### src/rtl/mem_port_arbiter.sv
// Shares one main-memory port between the I-cache refill path (read-only) and
// the D-cache refill/writeback path. Round-robin arbitration, registered memory
// commands, a one-cycle release handshake per requester and a sticky watchdog.
module mem_port_arbiter #(
  parameter int unsigned ADDR_W  = 28,
  parameter int unsigned DATA_W  = 128,
  parameter int unsigned TIMEOUT = 1023
) (
  input  logic              clk_i,
  input  logic              rst_ni,
  // I-side
  input  logic              i_read_i,
  input  logic [ADDR_W-1:0] i_addr_i,
  output logic [DATA_W-1:0] i_rdata_o,
  output logic              i_busywait_o,
  // D-side
  input  logic              d_read_i,
  input  logic              d_write_i,
  input  logic [ADDR_W-1:0] d_addr_i,
  input  logic [DATA_W-1:0] d_wdata_i,
  output logic [DATA_W-1:0] d_rdata_o,
  output logic              d_busywait_o,
  // Memory
  output logic              mem_read_o,
  output logic              mem_write_o,
  output logic [ADDR_W-1:0] mem_addr_o,
  output logic [DATA_W-1:0] mem_wdata_o,
  input  logic [DATA_W-1:0] mem_rdata_i,
  input  logic              mem_busywait_i,
  // Watchdog
  output logic              timeout_o
);

  localparam int unsigned WdogW = $clog2(TIMEOUT + 1);

  typedef enum logic [2:0] {
    StIdle,
    StGntI,
    StGntD,
    StDoneI,
    StDoneD
  } state_e;

  state_e              state_q, state_d;
  logic                prefer_d_q, prefer_d_d;  // 1: D wins a tie
  logic                issued_q, issued_d;
  logic [WdogW-1:0]    wdog_q, wdog_d;
  logic                mem_read_q, mem_read_d;
  logic                mem_write_q, mem_write_d;
  logic [ADDR_W-1:0]   mem_addr_q, mem_addr_d;
  logic [DATA_W-1:0]   mem_wdata_q, mem_wdata_d;
  logic [DATA_W-1:0]   i_rdata_q, i_rdata_d;
  logic [DATA_W-1:0]   d_rdata_q, d_rdata_d;
  logic                timeout_q, timeout_d;

  logic d_req;
  logic grant_d;
  logic grant_i;
  logic in_gnt;
  logic complete;
  logic expire;

  assign d_req   = d_read_i | d_write_i;
  assign grant_d = d_req & (~i_read_i | prefer_d_q);
  assign grant_i = i_read_i & ~grant_d;
  assign in_gnt  = (state_q == StGntI) || (state_q == StGntD);
  // A low busywait on the first grant cycle is stale (command not yet seen).
  assign complete = in_gnt & issued_q & ~mem_busywait_i;
  // Last allowed grant cycle: the counter would reach TIMEOUT on this edge.
  assign expire   = in_gnt & ~complete & (wdog_q == WdogW'(TIMEOUT - 1));

  // Release each requester only during its own DONE cycle.
  assign i_busywait_o = i_read_i & (state_q != StDoneI);
  assign d_busywait_o = d_req & (state_q != StDoneD);

  assign mem_read_o  = mem_read_q;
  assign mem_write_o = mem_write_q;
  assign mem_addr_o  = mem_addr_q;
  assign mem_wdata_o = mem_wdata_q;
  assign i_rdata_o   = i_rdata_q;
  assign d_rdata_o   = d_rdata_q;
  assign timeout_o   = timeout_q;

  // Next-state, command registration and read-data capture.
  always_comb begin
    state_d     = state_q;
    prefer_d_d  = prefer_d_q;
    issued_d    = issued_q;
    wdog_d      = wdog_q;
    mem_read_d  = mem_read_q;
    mem_write_d = mem_write_q;
    mem_addr_d  = mem_addr_q;
    mem_wdata_d = mem_wdata_q;
    i_rdata_d   = i_rdata_q;
    d_rdata_d   = d_rdata_q;
    timeout_d   = timeout_q;

    unique case (state_q)
      StIdle: begin
        issued_d = 1'b0;
        wdog_d   = '0;
        if (grant_d) begin
          state_d     = StGntD;
          prefer_d_d  = 1'b0;
          mem_addr_d  = d_addr_i;
          // Read and write together is a write.
          mem_write_d = d_write_i;
          mem_read_d  = ~d_write_i;
          if (d_write_i) begin
            mem_wdata_d = d_wdata_i;
          end
        end else if (grant_i) begin
          state_d     = StGntI;
          prefer_d_d  = 1'b1;
          mem_addr_d  = i_addr_i;
          mem_read_d  = 1'b1;
          mem_write_d = 1'b0;
        end
      end

      StGntI, StGntD: begin
        issued_d = 1'b1;
        wdog_d   = wdog_q + WdogW'(1);
        if (complete) begin
          mem_read_d  = 1'b0;
          mem_write_d = 1'b0;
          if (mem_read_q) begin
            if (state_q == StGntI) begin
              i_rdata_d = mem_rdata_i;
            end else begin
              d_rdata_d = mem_rdata_i;
            end
          end
          state_d = (state_q == StGntI) ? StDoneI : StDoneD;
        end else if (expire) begin
          mem_read_d  = 1'b0;
          mem_write_d = 1'b0;
          timeout_d   = 1'b1;
          state_d     = (state_q == StGntI) ? StDoneI : StDoneD;
        end
      end

      StDoneI, StDoneD: begin
        state_d = StIdle;
        wdog_d  = '0;
      end

      default: begin
        state_d = StIdle;
      end
    endcase
  end

  // State and output registers; reset forces idle with commands dropped.
  always_ff @(posedge clk_i or negedge rst_ni) begin
    if (!rst_ni) begin
      state_q     <= StIdle;
      prefer_d_q  <= 1'b1;
      issued_q    <= 1'b0;
      wdog_q      <= '0;
      mem_read_q  <= 1'b0;
      mem_write_q <= 1'b0;
      mem_addr_q  <= '0;
      mem_wdata_q <= '0;
      i_rdata_q   <= '0;
      d_rdata_q   <= '0;
      timeout_q   <= 1'b0;
    end else begin
      state_q     <= state_d;
      prefer_d_q  <= prefer_d_d;
      issued_q    <= issued_d;
      wdog_q      <= wdog_d;
      mem_read_q  <= mem_read_d;
      mem_write_q <= mem_write_d;
      mem_addr_q  <= mem_addr_d;
      mem_wdata_q <= mem_wdata_d;
      i_rdata_q   <= i_rdata_d;
      d_rdata_q   <= d_rdata_d;
      timeout_q   <= timeout_d;
    end
  end

endmodule

### config.mk
export PLATFORM = sky130hd
export DESIGN_NAME = mem_port_arbiter
export DESIGN_NICKNAME = d
export VERILOG_FILES = /design/src/rtl/mem_port_arbiter.sv
export SDC_FILE = /design/constraint.sdc
export NUM_CORES = 1
export LEC_CHECK = 0
export BUFFER_PORTS_ARGS = -buffer_cell sky130_fd_sc_hd__clkbuf_2
export CAP_MARGIN = 40
export CORE_AREA = 5 5 283 285
export CTS_CLUSTER_DIAMETER = 60
export CTS_CLUSTER_SIZE = 20
export DETAILED_ROUTE_END_ITERATION = 7
export DIE_AREA = 0 0 288 290
export SLEW_MARGIN = 20
export SYNTH_ARGS = -nofsm -noshare
export SYNTH_HDL_FRONTEND = slang
export SYNTH_SLANG_ARGS = --single-unit
### constraint.sdc
create_clock -name clk_i -period 1.85 [get_ports clk_i]
set_clock_uncertainty 0.2 [all_clocks]
set_input_delay 0.0925 -clock clk_i [delete_from_list [all_inputs] [get_ports clk_i]]
set_output_delay 0.0925 -clock clk_i [all_outputs]
set_load 0.02 [all_outputs]
==> results.md, run 1 <==
- Dominant cell by count in the synthesized netlist: sky130_fd_sc_hd__dfrtp_1
- Number of input and output port buffers inserted: 734
- Dpl cells: 2831
- Start point of the worst min-delay path: d_wdata_i[116]
- Total count of max-transition violations in the final report: 0
- Clock latency reported for the late side of the worst-skew pair: 0.56 ns
- Die height: 290 microns
- Critical path type: flop to flop
- Post-Syn Nets: 1359
- Total number of vias: 13.4k
- Reg-to-reg slack, setup: -0.15 ns
- CP delay by family, top: buffers and inverters
- Commonest register cell after synthesis: sky130_fd_sc_hd__dfrtp_1
- Post-synthesis cell type count: 37
- P_int: 28.1 mW
- Routed wire length: 60800 microns
- Starting density of the core: 0.223
- Path depth of the worst reg2reg path: 7
- Net switching share of the total power: 0.394
- Terminating pin of the worst hold path: mem_wdata_o[116]$_DFFE_PN0P_
- Total Routing Usage GR: 0.136
- Minimum period implied by the final worst setup slack: 2.00 ns
- Half-perimeter wire length of the detailed placement result: 41400 microns
- Fraction of final layout cells sized beyond drive strength 1: 0.604
- Antenna violations before repair: 2
- Master of the slowest instance on the critical path: sky130_fd_sc_hd__dfrtp_2
- Destination of the worst register-to-register timing path: mem_wdata_o[86]$_DFFE_PN0P_
- Crit share post-route: 1.08
- Data arrival time at the worst-slack endpoint: 2.25 ns
- Setup crit end kind: flop
- Violations in the final reports: negative setup slack
- Count of H-tree levels built during CTS: 2
- Weighted congestion at the end of routability-driven global placement: 0.848
- # fillers: 7254
- Switching Power: 18.3 mW
- First-iteration detailed-routing DRC count: 379
- Largest net degree at the start of global routing: 88
- Cell taking the most area after synthesis: sky130_fd_sc_hd__dfrtp_1
- Storage element area: 10800 sq um
- Max-slew headroom at the worst pin: 0.591
- Placeable core region: 77100 sq um
- Lkg Pwr: 14.4 nW
- Setup-violating endpoint count in the final report: 331
- Part of the total power dissipated in combinational logic: 0.450
- Slew at the pin with the worst max-slew slack: 0.613 ns
- Crit path buffers/inverters: 4
- Top-Level Pins: 735
- Clk slew on worst S/H paths: 0.08 ns
- Most numerous cell on the critical path: sky130_fd_sc_hd__buf_12
- Average instance area after synthesis: 16.5 sq um
- Status: finished, violations left
- Final TNS setup: -28.34 ns
- Number of buffers on the longest clock path: 3
- Biggest area contributors in the synthesized netlist: sky130_fd_sc_hd__dfrtp_1 63%, sky130_fd_sc_hd__mux2_2 17%, sky130_fd_sc_hd__mux2_4 10%, sky130_fd_sc_hd__buf_6 1.8%, sky130_fd_sc_hd__mux2i_1 1.7%
- Clock root buffer: sky130_fd_sc_hd__clkbuf_16
- Placement Rows: 102
- Part of the power in the clock network: 0.195
- Num Clock Sinks: 430
- Total Nets Final: 2522
- First-pass GRT wire length: 90500 microns
- Most instantiated cells after synthesis: 429 x sky130_fd_sc_hd__dfrtp_1, 264 x sky130_fd_sc_hd__mux2_2, 120 x sky130_fd_sc_hd__mux2_4
- Mean number of vias per cell: 4.11
- Detailed-router iteration count before antenna repair: 4
- Power share of the sequential group: 0.355
- Area of combinational cells with multiple inputs: 6020 sq um
- CTS tree: done
- RSZ-0062 raised after global routing: true
- Remaining global-route overflow: 0
- Maximum clock frequency: 499 MHz
- Async set or reset register ratio after synthesis: 1.00
- Post-route worst setup slack: -0.155 ns
- DR WL/cell: 18.6 microns
- Final Instance Count excl. Fillers: 3273
- Worst hold path type: input pin to flop
- Number of global-route vias before repair: 15.4k
- Pwr Density: 1640 nW/um^2
- Required time at the endpoint of the critical path: 2.09 ns
- Number of remaining DRC errors: 0
- Share of synthesized area occupied by flip-flops and latches: 0.627
- Worst Setup Start Kind: flop
- Die Wd: 288 microns
- Area growth from synthesis to final layout: 64.5%
- Count of state elements after synthesis: 430
- Cell Area, Synth: 17200 sq um
- Cell chain of the critical path: buf_6 > nor3_4 > nand3_4 > buf_12 > buf_12 > clkbuf_16 > mux2_2
- Post-route core utilization: 0.367
- Final hold violation count: 0
- Area share of the largest cell type after synthesis: 0.625
- Warning count from the yosys run: 0
- Reg-to-reg critical path startpoint: state_q[0]$_DFFE_PN0P_
- Die Footprint: 83500 sq um
- Peak fanout along the critical path: 8
- Peak VDD IR: 1.22 mV
- Synthesized instance count: 1039
- Max_cap viols: 0
- Cells on Worst Hold Path: 3
- Final ANT Viol Nets: 0
- Highest cell delay on the worst timing path: 0.42 ns
- Number of synthesized flops with an enable pin: 0
- Clock buffer count from CTS: 40
[flip-flops by register name, summed over array words and instances (netlist names)]
register / count
mem_read_o: 1
d_rdata_o: 128
state_q: 3
mem_wdata_o: 128
mem_write_o: 1
i_rdata_o: 128
prefer_d_q: 1
issued_q: 1
wdog_q: 10
timeout_o: 1
mem_addr_o: 28
[stage by stage]
stage | hold slack [ns] | setup slack, ns | instance area [sq um] | power, mW
4_1_cts | 0.0428 | -0.130 | 27700 | 45.9
3_5_place_dp | -0.238 | -0.130 | 22500 | 35.5
5_1_grt | 0.0714 | -0.183 | 28300 | 48.7
6_report | 0.100 | -0.155 | 28300 | 46.4
3_3_place_gp | -0.241 | -0.100 | 22500 | 35.1
2_1_floorplan | -0.403 | 0.0659 | 17200 | 27.9
[power by group through the flow]
stage	clock network, mW	registers, mW	logic (mW)
final	9.04	16.5	20.9
after floorplan	0	21.3	6.59
after CTS	9.31	16.4	20.2
after detailed placement	0	16.5	19.1
after global placement	0	16.3	18.7
after global routing	9.68	16.9	22.1
[cell families (layout without fill, tap and decap cells)]
group | after synthesis | count (layout) | share of synthesized area
buffers and inverters | 59 | 1252 | 0.0358
AOI/OAI and AO/OA | 54 | 54 | 0.0173
DFF | 430 | 430 | 0.627
adders and majority gates | 2 | 2 | 0.00146
xor gates and xnor gates | 5 | 5 | 0.00255
and+or+nand+nor | 76 | 76 | 0.0215
other | 0 | 1 | 0
muxes | 413 | 413 | 0.295
[worst reg2reg max path: cells and delay by family, from the launching register on]
family,cells,cell delay (ns)
buf+inv,4,0.63
flops,1,0.42
simple gates,2,0.38
mux,1,0.27
[worst max-delay path by stage]
stage,from,end,slack [ns],depth (start not counted)
final,state_q[0]$_DFFE_PN0P_,mem_wdata_o[86]$_DFFE_PN0P_,-0.15,7
after global routing,state_q[0]$_DFFE_PN0P_,mem_wdata_o[7]$_DFFE_PN0P_,-0.18,7
after CTS,issued_q$_DFFE_PN0P_,i_rdata_o[21]$_DFFE_PN0P_,-0.13,6
after detailed placement,state_q[2]$_DFFE_PN0P_,i_rdata_o[41]$_DFFE_PN0P_,-0.13,5
after global placement,state_q[2]$_DFFE_PN0P_,i_rdata_o[13]$_DFFE_PN0P_,-0.10,5
after floorplan,state_q[1]$_DFFE_PN0P_,d_rdata_o[100]$_DFFE_PN0P_,0.07,6
[placed cells by master, fill, tap and decap left out, types with 3 or more instances in the layout]
| master | n |
|---|---|
| sky130_fd_sc_hd__a21oi_1 | 8 |
| sky130_fd_sc_hd__buf_12 | 31 |
| sky130_fd_sc_hd__buf_16 | 4 |
| sky130_fd_sc_hd__buf_4 | 40 |
| sky130_fd_sc_hd__buf_6 | 28 |
| sky130_fd_sc_hd__buf_8 | 8 |
| sky130_fd_sc_hd__bufbuf_16 | 5 |
| sky130_fd_sc_hd__bufinv_16 | 4 |
| sky130_fd_sc_hd__clkbuf_16 | 49 |
| sky130_fd_sc_hd__clkbuf_2 | 731 |
| sky130_fd_sc_hd__clkbuf_8 | 3 |
| sky130_fd_sc_hd__clkinv_8 | 4 |
| sky130_fd_sc_hd__clkinvlp_4 | 4 |
| sky130_fd_sc_hd__dfrtp_1 | 426 |
| sky130_fd_sc_hd__dfrtp_2 | 3 |
| sky130_fd_sc_hd__dlygate4sd3_1 | 319 |
| sky130_fd_sc_hd__inv_1 | 3 |
| sky130_fd_sc_hd__inv_6 | 8 |
| sky130_fd_sc_hd__inv_8 | 3 |
| sky130_fd_sc_hd__mux2_2 | 261 |
| sky130_fd_sc_hd__mux2_4 | 123 |
| sky130_fd_sc_hd__mux2i_1 | 17 |
| sky130_fd_sc_hd__mux2i_2 | 5 |
| sky130_fd_sc_hd__mux2i_4 | 7 |
| sky130_fd_sc_hd__nand2_1 | 35 |
| sky130_fd_sc_hd__nand3_1 | 4 |
| sky130_fd_sc_hd__nor2_1 | 10 |
| sky130_fd_sc_hd__nor3_1 | 3 |
| sky130_fd_sc_hd__o21ai_0 | 10 |
| sky130_fd_sc_hd__o21ai_1 | 23 |
| sky130_fd_sc_hd__or3_1 | 3 |
| sky130_fd_sc_hd__xnor2_1 | 4 |
[final cells by class]
type                    count  share of cell area
clock buffers              44              0.0371
flip-flops and latches    430               0.381
repair buffers           1177               0.309
inverters                   3            0.000398
diodes                      1           0.0000886
well taps                1040              0.0460
multi-input cells         550               0.213
clock inverters            28              0.0136
[per-layer routing]
metal / global-route usage / up-vias / share of wire
met5: 0 / - / 0.00021
met2: 0.249 / 588 / 0.52
met1: 0.143 / 6694 / 0.36
li1: - / 6002 / -
met3: 0.0350 / 163 / 0.071
met4: 0.0642 / 2 / 0.049
[timing repair]
| action | in CTS | in global routing |
|---|---|---|
| endpoints found under the setup margin | 304 | 533 |
| gates resized for setup | 49 | 78 |
| pin swaps | 3 | 12 |
| hold buffers | 320 | 0 |
| setup buffers | 20 | 13 |
| endpoints found under the hold margin | 848 | 0 |
| gates cloned | 8 | 9 |
(Power assumes the default switching activity.)
==> run 2, diff against run 1 <==
--- a/config.mk
+++ b/config.mk
@@ -5,13 +5,14 @@
 export SDC_FILE = /design/constraint.sdc
 export NUM_CORES = 1
 export LEC_CHECK = 0
+export ABC_AREA = 1
 export BUFFER_PORTS_ARGS = -buffer_cell sky130_fd_sc_hd__clkbuf_2
 export CAP_MARGIN = 40
-export CORE_AREA = 5 5 283 285
+export CORE_AREA = 5 5 284 286
 export CTS_CLUSTER_DIAMETER = 60
 export CTS_CLUSTER_SIZE = 20
 export DETAILED_ROUTE_END_ITERATION = 7
-export DIE_AREA = 0 0 288 290
+export DIE_AREA = 0 0 289 291
 export SLEW_MARGIN = 20
 export SYNTH_ARGS = -nofsm -noshare
 export SYNTH_HDL_FRONTEND = slang
==> results.md, run 2 <==
- Final hold violation count: 0 (unchanged)
- Minimum period implied by the final worst setup slack: 1.82 ns (was 2.00 ns)
- Data arrival time at the worst-slack endpoint: 2.11 ns (was 2.25 ns)
- Peak fanout along the critical path: 24 (was 8)
- Placement Rows: 103 (was 102)
- Fraction of final layout cells sized beyond drive strength 1: 0.359 (was 0.604)
- Highest cell delay on the worst timing path: 0.43 ns (was 0.42 ns)
- Final ANT Viol Nets: 0 (unchanged)
- Crit share post-route: 0.986 (was 1.08)
- Placeable core region: 78100 sq um (was 77100 sq um)
- DR WL/cell: 16.7 microns (was 18.6 microns)
- Required time at the endpoint of the critical path: 2.13 ns (was 2.09 ns)
- Status: finished clean (was finished, violations left)
- Largest net degree at the start of global routing: 63 (was 88)
- Total Nets Final: 3197 (was 2522)
- Num Clock Sinks: 430 (unchanged)
- Max_cap viols: 0 (unchanged)
- Peak VDD IR: 1.00 mV (was 1.22 mV)
- Maximum clock frequency: 548 MHz (was 499 MHz)
- Mean number of vias per cell: 4.16 (was 4.11)
- CTS tree: done (unchanged)
- Cell taking the most area after synthesis: sky130_fd_sc_hd__dfrtp_1 (unchanged)
- Die Footprint: 84100 sq um (was 83500 sq um)
- Setup-violating endpoint count in the final report: 0 (was 331)
- Clock latency reported for the late side of the worst-skew pair: 0.57 ns (was 0.56 ns)
- Remaining global-route overflow: 0 (unchanged)
- Weighted congestion at the end of routability-driven global placement: 0.846 (was 0.848)
- Setup crit end kind: flop (unchanged)
- Post-route design area: 27700 sq um (was 28300 sq um)
- Worst path depth: 8 (was 7)
- Hold slack final: 0.0752 ns (was 0.100 ns)
- Number of remaining DRC errors: 0 (unchanged)
- Crit path buffers/inverters: 3 (was 4)
- Antenna violations before repair: 5 (was 2)
- Lkg Pwr: 14.6 nW (was 14.4 nW)
- Dpl cells: 3546 (was 2831)
- Die Wd: 289 microns (was 288 microns)
- Warning count from the yosys run: 0 (unchanged)
- Cell chain of the critical path: inv_1 > nand2_1 > nor2_4 > buf_12 > nand2_8 > clkbuf_16 > nand2_1 > nand2_1 (was buf_6 > nor3_4 > nand3_4 > buf_12 > buf_12 > clkbuf_16 > mux2_2)
- Reg-to-reg critical path startpoint: state_q[1]$_DFFE_PN0P_ (was state_q[0]$_DFFE_PN0P_)
- First-pass GRT wire length: 98500 microns (was 90500 microns)
- Async set or reset register ratio after synthesis: 1.00 (unchanged)
- Routed wire length: 66200 microns (was 60800 microns)
- Slew at the pin with the worst max-slew slack: 0.381 ns (was 0.613 ns)
- Total number of vias: 16.5k (was 13.4k)
- Area growth from synthesis to final layout: 59.7% (was 64.5%)
- Total count of max-transition violations in the final report: 0 (unchanged)
- Max-slew headroom at the worst pin: 0.746 (was 0.591)
- Dominant cell by count in the synthesized netlist: sky130_fd_sc_hd__nand2_1 (was sky130_fd_sc_hd__dfrtp_1)
- Count of H-tree levels built during CTS: 2 (unchanged)
- Clock root buffer: sky130_fd_sc_hd__clkbuf_16 (unchanged)
- Clock buffer count from CTS: 42 (was 40)
- Synthesized instance count: 1799 (was 1039)
- Master of the slowest instance on the critical path: sky130_fd_sc_hd__dfrtp_1 (was sky130_fd_sc_hd__dfrtp_2)
- Worst hold path type: input pin to flop (unchanged)
- Most common library cell in the layout ignoring fill and taps: sky130_fd_sc_hd__clkbuf_2 (unchanged)
- Most instantiated cells after synthesis: 449 x sky130_fd_sc_hd__nand2_1, 429 x sky130_fd_sc_hd__dfrtp_1, 192 x sky130_fd_sc_hd__a21oi_1 (was 429 x sky130_fd_sc_hd__dfrtp_1, 264 x sky130_fd_sc_hd__mux2_2, 120 x sky130_fd_sc_hd__mux2_4)
- Starting density of the core: 0.222 (was 0.223)
- Reg-to-reg slack, setup: 0.03 ns (was -0.15 ns)
- CP delay by family, top: simple AND/OR/NAND/NOR gates (was buffers and inverters)
- Number of input and output port buffers inserted: 734 (unchanged)
- Half-perimeter wire length of the detailed placement result: 46600 microns (was 41400 microns)
- Most numerous cell on the critical path: sky130_fd_sc_hd__nand2_1 (was sky130_fd_sc_hd__buf_12)
- Detailed-router iteration count before antenna repair: 6 (was 4)
- Die height: 291 microns (was 290 microns)
- Commonest cells after routing, fill and taps aside: 732 x sky130_fd_sc_hd__clkbuf_2, 441 x sky130_fd_sc_hd__nand2_1, 428 x sky130_fd_sc_hd__dfrtp_1 (was 731 x sky130_fd_sc_hd__clkbuf_2, 426 x sky130_fd_sc_hd__dfrtp_1, 319 x sky130_fd_sc_hd__dlygate4sd3_1)
- Count of state elements after synthesis: 430 (unchanged)
- Path depth of the worst reg2reg path: 8 (was 7)
- Area share of the largest cell type after synthesis: 0.620 (was 0.625)
- Average instance area after synthesis: 9.63 sq um (was 16.5 sq um)
- Biggest area contributors in the synthesized netlist: sky130_fd_sc_hd__dfrtp_1 62%, sky130_fd_sc_hd__nand2_1 9.7%, sky130_fd_sc_hd__o21ai_2 6.1%, sky130_fd_sc_hd__a21oi_1 5.5%, sky130_fd_sc_hd__nand3_1 4.0% (was sky130_fd_sc_hd__dfrtp_1 63%, sky130_fd_sc_hd__mux2_2 17%, sky130_fd_sc_hd__mux2_4 10%, sky130_fd_sc_hd__buf_6 1.8%, sky130_fd_sc_hd__mux2i_1 1.7%)
- Number of synthesized flops with an enable pin: 0 (unchanged)
- Final Instance Count excl. Fillers: 3965 (was 3273)
- Top-Level Pins: 735 (unchanged)
- Worst Setup Start Kind: flop (unchanged)
- Post-Syn Nets: 2119 (was 1359)
- Cell Area, Synth: 17300 sq um (was 17200 sq um)
- Total Routing Usage GR: 0.147 (was 0.136)
- Setup crit start: state_q[1]$_DFFE_PN0P_ (was state_q[0]$_DFFE_PN0P_)
- RSZ-0062 raised after global routing: true (unchanged)
- Pwr Density: 1650 nW/um^2 (was 1640 nW/um^2)
- Critical path type: flop to flop (unchanged)
- Clk slew on worst S/H paths: 0.08 ns (about the same)
- Destination of the worst register-to-register timing path: mem_wdata_o[108]$_DFFE_PN0P_ (was mem_wdata_o[86]$_DFFE_PN0P_)
- Number of global-route vias before repair: 17.3k (was 15.4k)
- Destination of the critical timing path: mem_wdata_o[108]$_DFFE_PN0P_ (was mem_wdata_o[86]$_DFFE_PN0P_)
- First-iteration detailed-routing DRC count: 907 (was 379)
- Post-synthesis cell type count: 26 (was 37)
- Area post-placement: 22500 sq um (about the same)
- Number of buffers on the longest clock path: 3 (unchanged)
- Commonest register cell after synthesis: sky130_fd_sc_hd__dfrtp_1 (unchanged)
- Share of synthesized area occupied by flip-flops and latches: 0.621 (was 0.627)
run 2: cell types whose count changed after synthesis, moves of 10 or more:
cell / before / now
sky130_fd_sc_hd__nor2_1: 12 / 177
sky130_fd_sc_hd__o21ai_0: 35 / 13
sky130_fd_sc_hd__buf_12: 10 / 0
sky130_fd_sc_hd__o21ai_2: 0 / 121
sky130_fd_sc_hd__mux2_2: 264 / 0
sky130_fd_sc_hd__nand2_1: 37 / 449
sky130_fd_sc_hd__buf_4: 2 / 14
sky130_fd_sc_hd__inv_1: 3 / 148
sky130_fd_sc_hd__mux2i_1: 29 / 0
sky130_fd_sc_hd__a21oi_1: 9 / 192
sky130_fd_sc_hd__mux2_4: 120 / 0
sky130_fd_sc_hd__buf_2: 10 / 59
sky130_fd_sc_hd__nand3_1: 5 / 138
run 2: where the power goes:
part,switching [mW],internal [mW]
Clock,4.54,5.21
Sequential,2.44,13.4
Combinational,13.0,7.03
run 2: cell families (layout without fill, tap and decap cells):
kind of cell	after synthesis	count (layout)	share of synthesized area
buf+inv	261	1371	0.0751
other cells	0	5	0
simple gates	774	775	0.180
compound gates	332	332	0.123
fa+ha+maj	2	2	0.00144
flops	430	430	0.621
run 2: final cells by class:
| class | count | area [sq um] |
|---|---|---|
| diodes | 5 | 12.5 |
| clock buffers | 47 | 1100 |
| clock inverters | 30 | 472 |
| fillers | 7808 | 50400 |
| inverters | 151 | 567 |
| multi-input cells | 1109 | 5350 |
| flip-flops and latches | 430 | 10800 |
| well taps | 1050 | 1310 |
| repair buffers | 1143 | 8100 |
run 2: routing by layer:
layer / vias up / GRT usage / wire [microns]
met5: - / 0 / 0
met3: 191 / 0.0445 / 5350
li1: 7914 / - / -
met4: 0 / 0.0698 / 3340
met1: 7703 / 0.165 / 25300
met2: 678 / 0.252 / 32200
run 2: repair_timing:
action                                  in CTS  in global routing
gates cloned                                 0                  9
hold buffers                               318                  0
gates resized for setup                      6                 27
hold endpoints to repair                   849                  0
endpoints found under the setup margin       2                282
pin swaps                                    0                  4
setup buffers                                0                 10
run 2: worst min-delay path by stage:
stage	cells after the start	slack, ns	endpoint	startpoint
after detailed placement	1	-0.12	i_rdata_o[105]$_DFFE_PN0P_	rst_ni
after global routing	4	0.06	mem_wdata_o[123]$_DFFE_PN0P_	d_wdata_i[123]
after global placement	1	-0.12	i_rdata_o[105]$_DFFE_PN0P_	rst_ni
after CTS	4	0.03	mem_wdata_o[31]$_DFFE_PN0P_	d_wdata_i[31]
final	4	0.08	mem_wdata_o[122]$_DFFE_PN0P_	d_wdata_i[122]
after floorplan	0	-0.40	d_rdata_o[0]$_DFFE_PN0P_	rst_ni
run 2: tightest hold or removal path, stage by stage:
cell                            delay [ns]
sky130_fd_sc_hd__dlygate4sd3_1        0.53
sky130_fd_sc_hd__clkbuf_2             0.09
sky130_fd_sc_hd__nand3_1              0.06
sky130_fd_sc_hd__nand2_1              0.06
run 2: stage by stage:
step / worst slack, ns / power (mW) / TNS, ns / util
finish: 0.0253 / 45.7 / 0 / 0.354
global route: -0.0483 / 48.5 / -2.29 / 0.354
CTS: -0.00250 / 45.2 / -0.00250 / 0.349
detailed placement: 0.0101 / 34.7 / 0 / 0.288
global placement: 0.0334 / 34.4 / 0 / 0.288
floorplan: 0.153 / 26.8 / 0 / -
==> run 3, diff against run 2 <==
--- a/config.mk
+++ b/config.mk
@@ -8,11 +8,11 @@
 export ABC_AREA = 1
 export BUFFER_PORTS_ARGS = -buffer_cell sky130_fd_sc_hd__clkbuf_2
 export CAP_MARGIN = 40
-export CORE_AREA = 5 5 284 286
+export CORE_AREA = 2 2 290 292
 export CTS_CLUSTER_DIAMETER = 60
 export CTS_CLUSTER_SIZE = 20
 export DETAILED_ROUTE_END_ITERATION = 7
-export DIE_AREA = 0 0 289 291
+export DIE_AREA = 0 0 292 294
 export SLEW_MARGIN = 20
 export SYNTH_ARGS = -nofsm -noshare
 export SYNTH_HDL_FRONTEND = slang
==> results.md, run 3 (synthesized netlist as in run 2, its figures left out) <==
- Post-route core utilization: 0.341 (was 0.354)
- Data arrival time at the worst-slack endpoint: 2.10 ns (was 2.11 ns)
- Clk slew on worst S/H paths: 0.08 ns (about the same)
- Number of remaining DRC errors: 0 (unchanged)
- Largest net degree at the start of global routing: 85 (was 63)
- Count of H-tree levels built during CTS: 2 (unchanged)
- Mean number of vias per cell: 4.17 (was 4.16)
- Crit share post-route: 0.989 (was 0.986)
- Commonest cells after routing, fill and taps aside: 731 x sky130_fd_sc_hd__clkbuf_2, 440 x sky130_fd_sc_hd__nand2_1, 428 x sky130_fd_sc_hd__dfrtp_1 (was 732 x sky130_fd_sc_hd__clkbuf_2, 441 x sky130_fd_sc_hd__nand2_1, 428 x sky130_fd_sc_hd__dfrtp_1)
- Area growth from synthesis to final layout: 63.0% (was 59.7%)
- Die Footprint: 85800 sq um (was 84100 sq um)
- Power share of the sequential group: 0.348 (was 0.347)
- Reg-to-reg critical path startpoint: state_q[0]$_DFFE_PN0P_ (was state_q[1]$_DFFE_PN0P_)
- Antenna violations before repair: 4 (was 5)
- Final ANT Viol Nets: 0 (unchanged)
- Num Clock Sinks: 430 (unchanged)
- Part of the power in the clock network: 0.203 (was 0.213)
- DR WL/cell: 16.4 microns (was 16.7 microns)
- Dpl cells: 3590 (was 3546)
- Required time at the endpoint of the critical path: 2.12 ns (was 2.13 ns)
- Critical path type: flop to flop (unchanged)
- First-pass GRT wire length: 94200 microns (was 98500 microns)
- First-iteration detailed-routing DRC count: 950 (was 907)
- Routed wire length: 66000 microns (was 66200 microns)
- Status: finished clean (unchanged)
- P_int: 25.4 mW (was 25.7 mW)
- Setup-violating endpoint count in the final report: 0 (unchanged)
- Path depth of the worst reg2reg path: 7 (was 8)
- Switching Power: 20.1 mW (was 20.0 mW)
- Peak VDD IR: 0.899 mV (was 1.00 mV)
- Half-perimeter wire length of the detailed placement result: 44100 microns (was 46600 microns)
- Number of buffers on the longest clock path: 3 (unchanged)
- Total count of max-transition violations in the final report: 0 (unchanged)
- Top-Level Pins: 735 (unchanged)
- Number of global-route vias before repair: 16.6k (was 17.3k)
- Peak fanout along the critical path: 84 (was 24)
- Clock root buffer: sky130_fd_sc_hd__clkbuf_16 (unchanged)
- Part of the total power dissipated in combinational logic: 0.449 (was 0.439)
- Net switching share of the total power: 0.442 (was 0.438)
- Maximum clock frequency: 547 MHz (was 548 MHz)
- Fraction of final layout cells sized beyond drive strength 1: 0.371 (was 0.359)
- RSZ-0062 raised after global routing: true (unchanged)
- Destination of the worst register-to-register timing path: d_rdata_o[53]$_DFFE_PN0P_ (was mem_wdata_o[108]$_DFFE_PN0P_)
- Lkg Pwr: 14.9 nW (was 14.6 nW)
- Remaining global-route overflow: 0 (unchanged)
- Final hold violation count: 0 (unchanged)
- Minimum period implied by the final worst setup slack: 1.83 ns (was 1.82 ns)
- Destination of the critical timing path: d_rdata_o[53]$_DFFE_PN0P_ (was mem_wdata_o[108]$_DFFE_PN0P_)
- Clock buffer count from CTS: 43 (was 42)
- Worst Setup Start Kind: flop (unchanged)
- Total Routing Usage GR: 0.137 (was 0.147)
- Starting density of the core: 0.209 (was 0.222)
- Die height: 294 microns (was 291 microns)
- Total number of vias: 16.8k (was 16.5k)
- Detailed-router iteration count before antenna repair: 5 (was 6)
- Placeable core region: 82900 sq um (was 78100 sq um)
- Pwr Density: 1610 nW/um^2 (was 1650 nW/um^2)
- Max_cap viols: 0 (unchanged)
- Max-slew headroom at the worst pin: 0.687 (was 0.746)
- CTS tree: done (unchanged)
- Clock latency reported for the late side of the worst-skew pair: 0.58 ns (was 0.57 ns)
- Final Instance Count excl. Fillers: 4024 (was 3965)
- Design Power: 45.6 mW (was 45.7 mW)
- Reg-to-reg slack, setup: 0.02 ns (was 0.03 ns)
- Setup crit end kind: flop (unchanged)
- Slew at the pin with the worst max-slew slack: 0.469 ns (was 0.381 ns)
- Most common library cell in the layout ignoring fill and taps: sky130_fd_sc_hd__clkbuf_2 (unchanged)
- Setup crit start: state_q[0]$_DFFE_PN0P_ (was state_q[1]$_DFFE_PN0P_)
- Total Nets Final: 3230 (was 3197)
- Number of input and output port buffers inserted: 734 (unchanged)
- Placement Rows: 106 (was 103)
- Weighted congestion at the end of routability-driven global placement: 0.879 (was 0.846)
- Die Wd: 292 microns (was 289 microns)
- Worst hold path type: input pin to flop (unchanged)
## run 3: changes by cell type in the layout (fill, tap and decap cells not counted), sizes merged
cell | previous run | this run
buf | 88 | 110
bufinv | 4 | 0
clkbuf | 785 | 792
clkinv | 5 | 20
clkinvlp | 2 | 0
diode | 5 | 2
dlygate4sd3 | 317 | 318
inv | 170 | 163
## run 3: routing by layer
layer | vias up | track usage | share of wire
li1 | 7964 | - | -
met1 | 7965 | 0.164 | 0.40
met2 | 690 | 0.238 | 0.50
met3 | 161 | 0.0285 | 0.060
met4 | 4 | 0.0606 | 0.039
met5 | - | 0 | 0.00045
## run 3: worst min-delay path by stage
stage,from,endpoint,slack (ns),cells past startpoint
global placement,rst_ni,mem_addr_o[19]$_DFFE_PN0P_,-0.22,1
CTS,d_wdata_i[39],mem_wdata_o[39]$_DFFE_PN0P_,0.02,4
finish,d_wdata_i[39],mem_wdata_o[39]$_DFFE_PN0P_,0.07,4
global route,d_wdata_i[39],mem_wdata_o[39]$_DFFE_PN0P_,0.04,4
detailed placement,rst_ni,mem_addr_o[19]$_DFFE_PN0P_,-0.22,1
floorplan,rst_ni,d_rdata_o[0]$_DFFE_PN0P_,-0.40,0
## run 3: final cells by class
type,instances,area (sq um)
Antenna cell,2,5.00
Inverter,151,569
Sequential cell,430,10800
Multi-Input combinational cell,1109,5410
Tap cell,1080,1350
Timing Repair Buffer,1175,8620
Clock inverter,32,422
Clock buffer,45,1100
Fill cell,8340,54700
## run 3: power by group through the flow
stage,clock network (mW),logic (mW),registers [mW]
5_1_grt,9.96,22.0,16.3
3_5_place_dp,0,18.8,15.9
6_report,9.26,20.5,15.9
3_3_place_gp,0,18.6,15.8
2_1_floorplan,0,6.30,20.5
4_1_cts,9.59,19.5,15.8
## run 3: critical path, stage by stage, from the launching register on
cell,delay [ns]
sky130_fd_sc_hd__dfrtp_1,0.39
sky130_fd_sc_hd__buf_4,0.14
sky130_fd_sc_hd__inv_2,0.04
sky130_fd_sc_hd__nand3_1,0.10
sky130_fd_sc_hd__or2_4,0.31
sky130_fd_sc_hd__buf_16,0.23
sky130_fd_sc_hd__nand2_1,0.15
sky130_fd_sc_hd__o21ai_2,0.06
## run 3: metrics by stage
step	setup WS, ns	hold WS [ns]	TNS (ns)	cell area, sq um
5_1_grt	-0.0375	0.0351	-1.53	28200
3_5_place_dp	0.000773	-0.223	0	22700
4_1_cts	-0.0234	0.0190	-0.0410	27500
6_report	0.0211	0.0747	0	28200
2_1_floorplan	0.153	-0.403	0	17300
3_3_place_gp	0.00209	-0.224	0	22700
## run 3: repair_timing
item / in CTS / in global routing
gates resized for setup: 11 / 46
hold buffers: 319 / 0
endpoints found under the hold margin: 849 / 0
endpoints found under the setup margin: 7 / 263
buffers inserted: 3 / 15
pin swaps: 2 / 7
gates cloned: 0 / 19
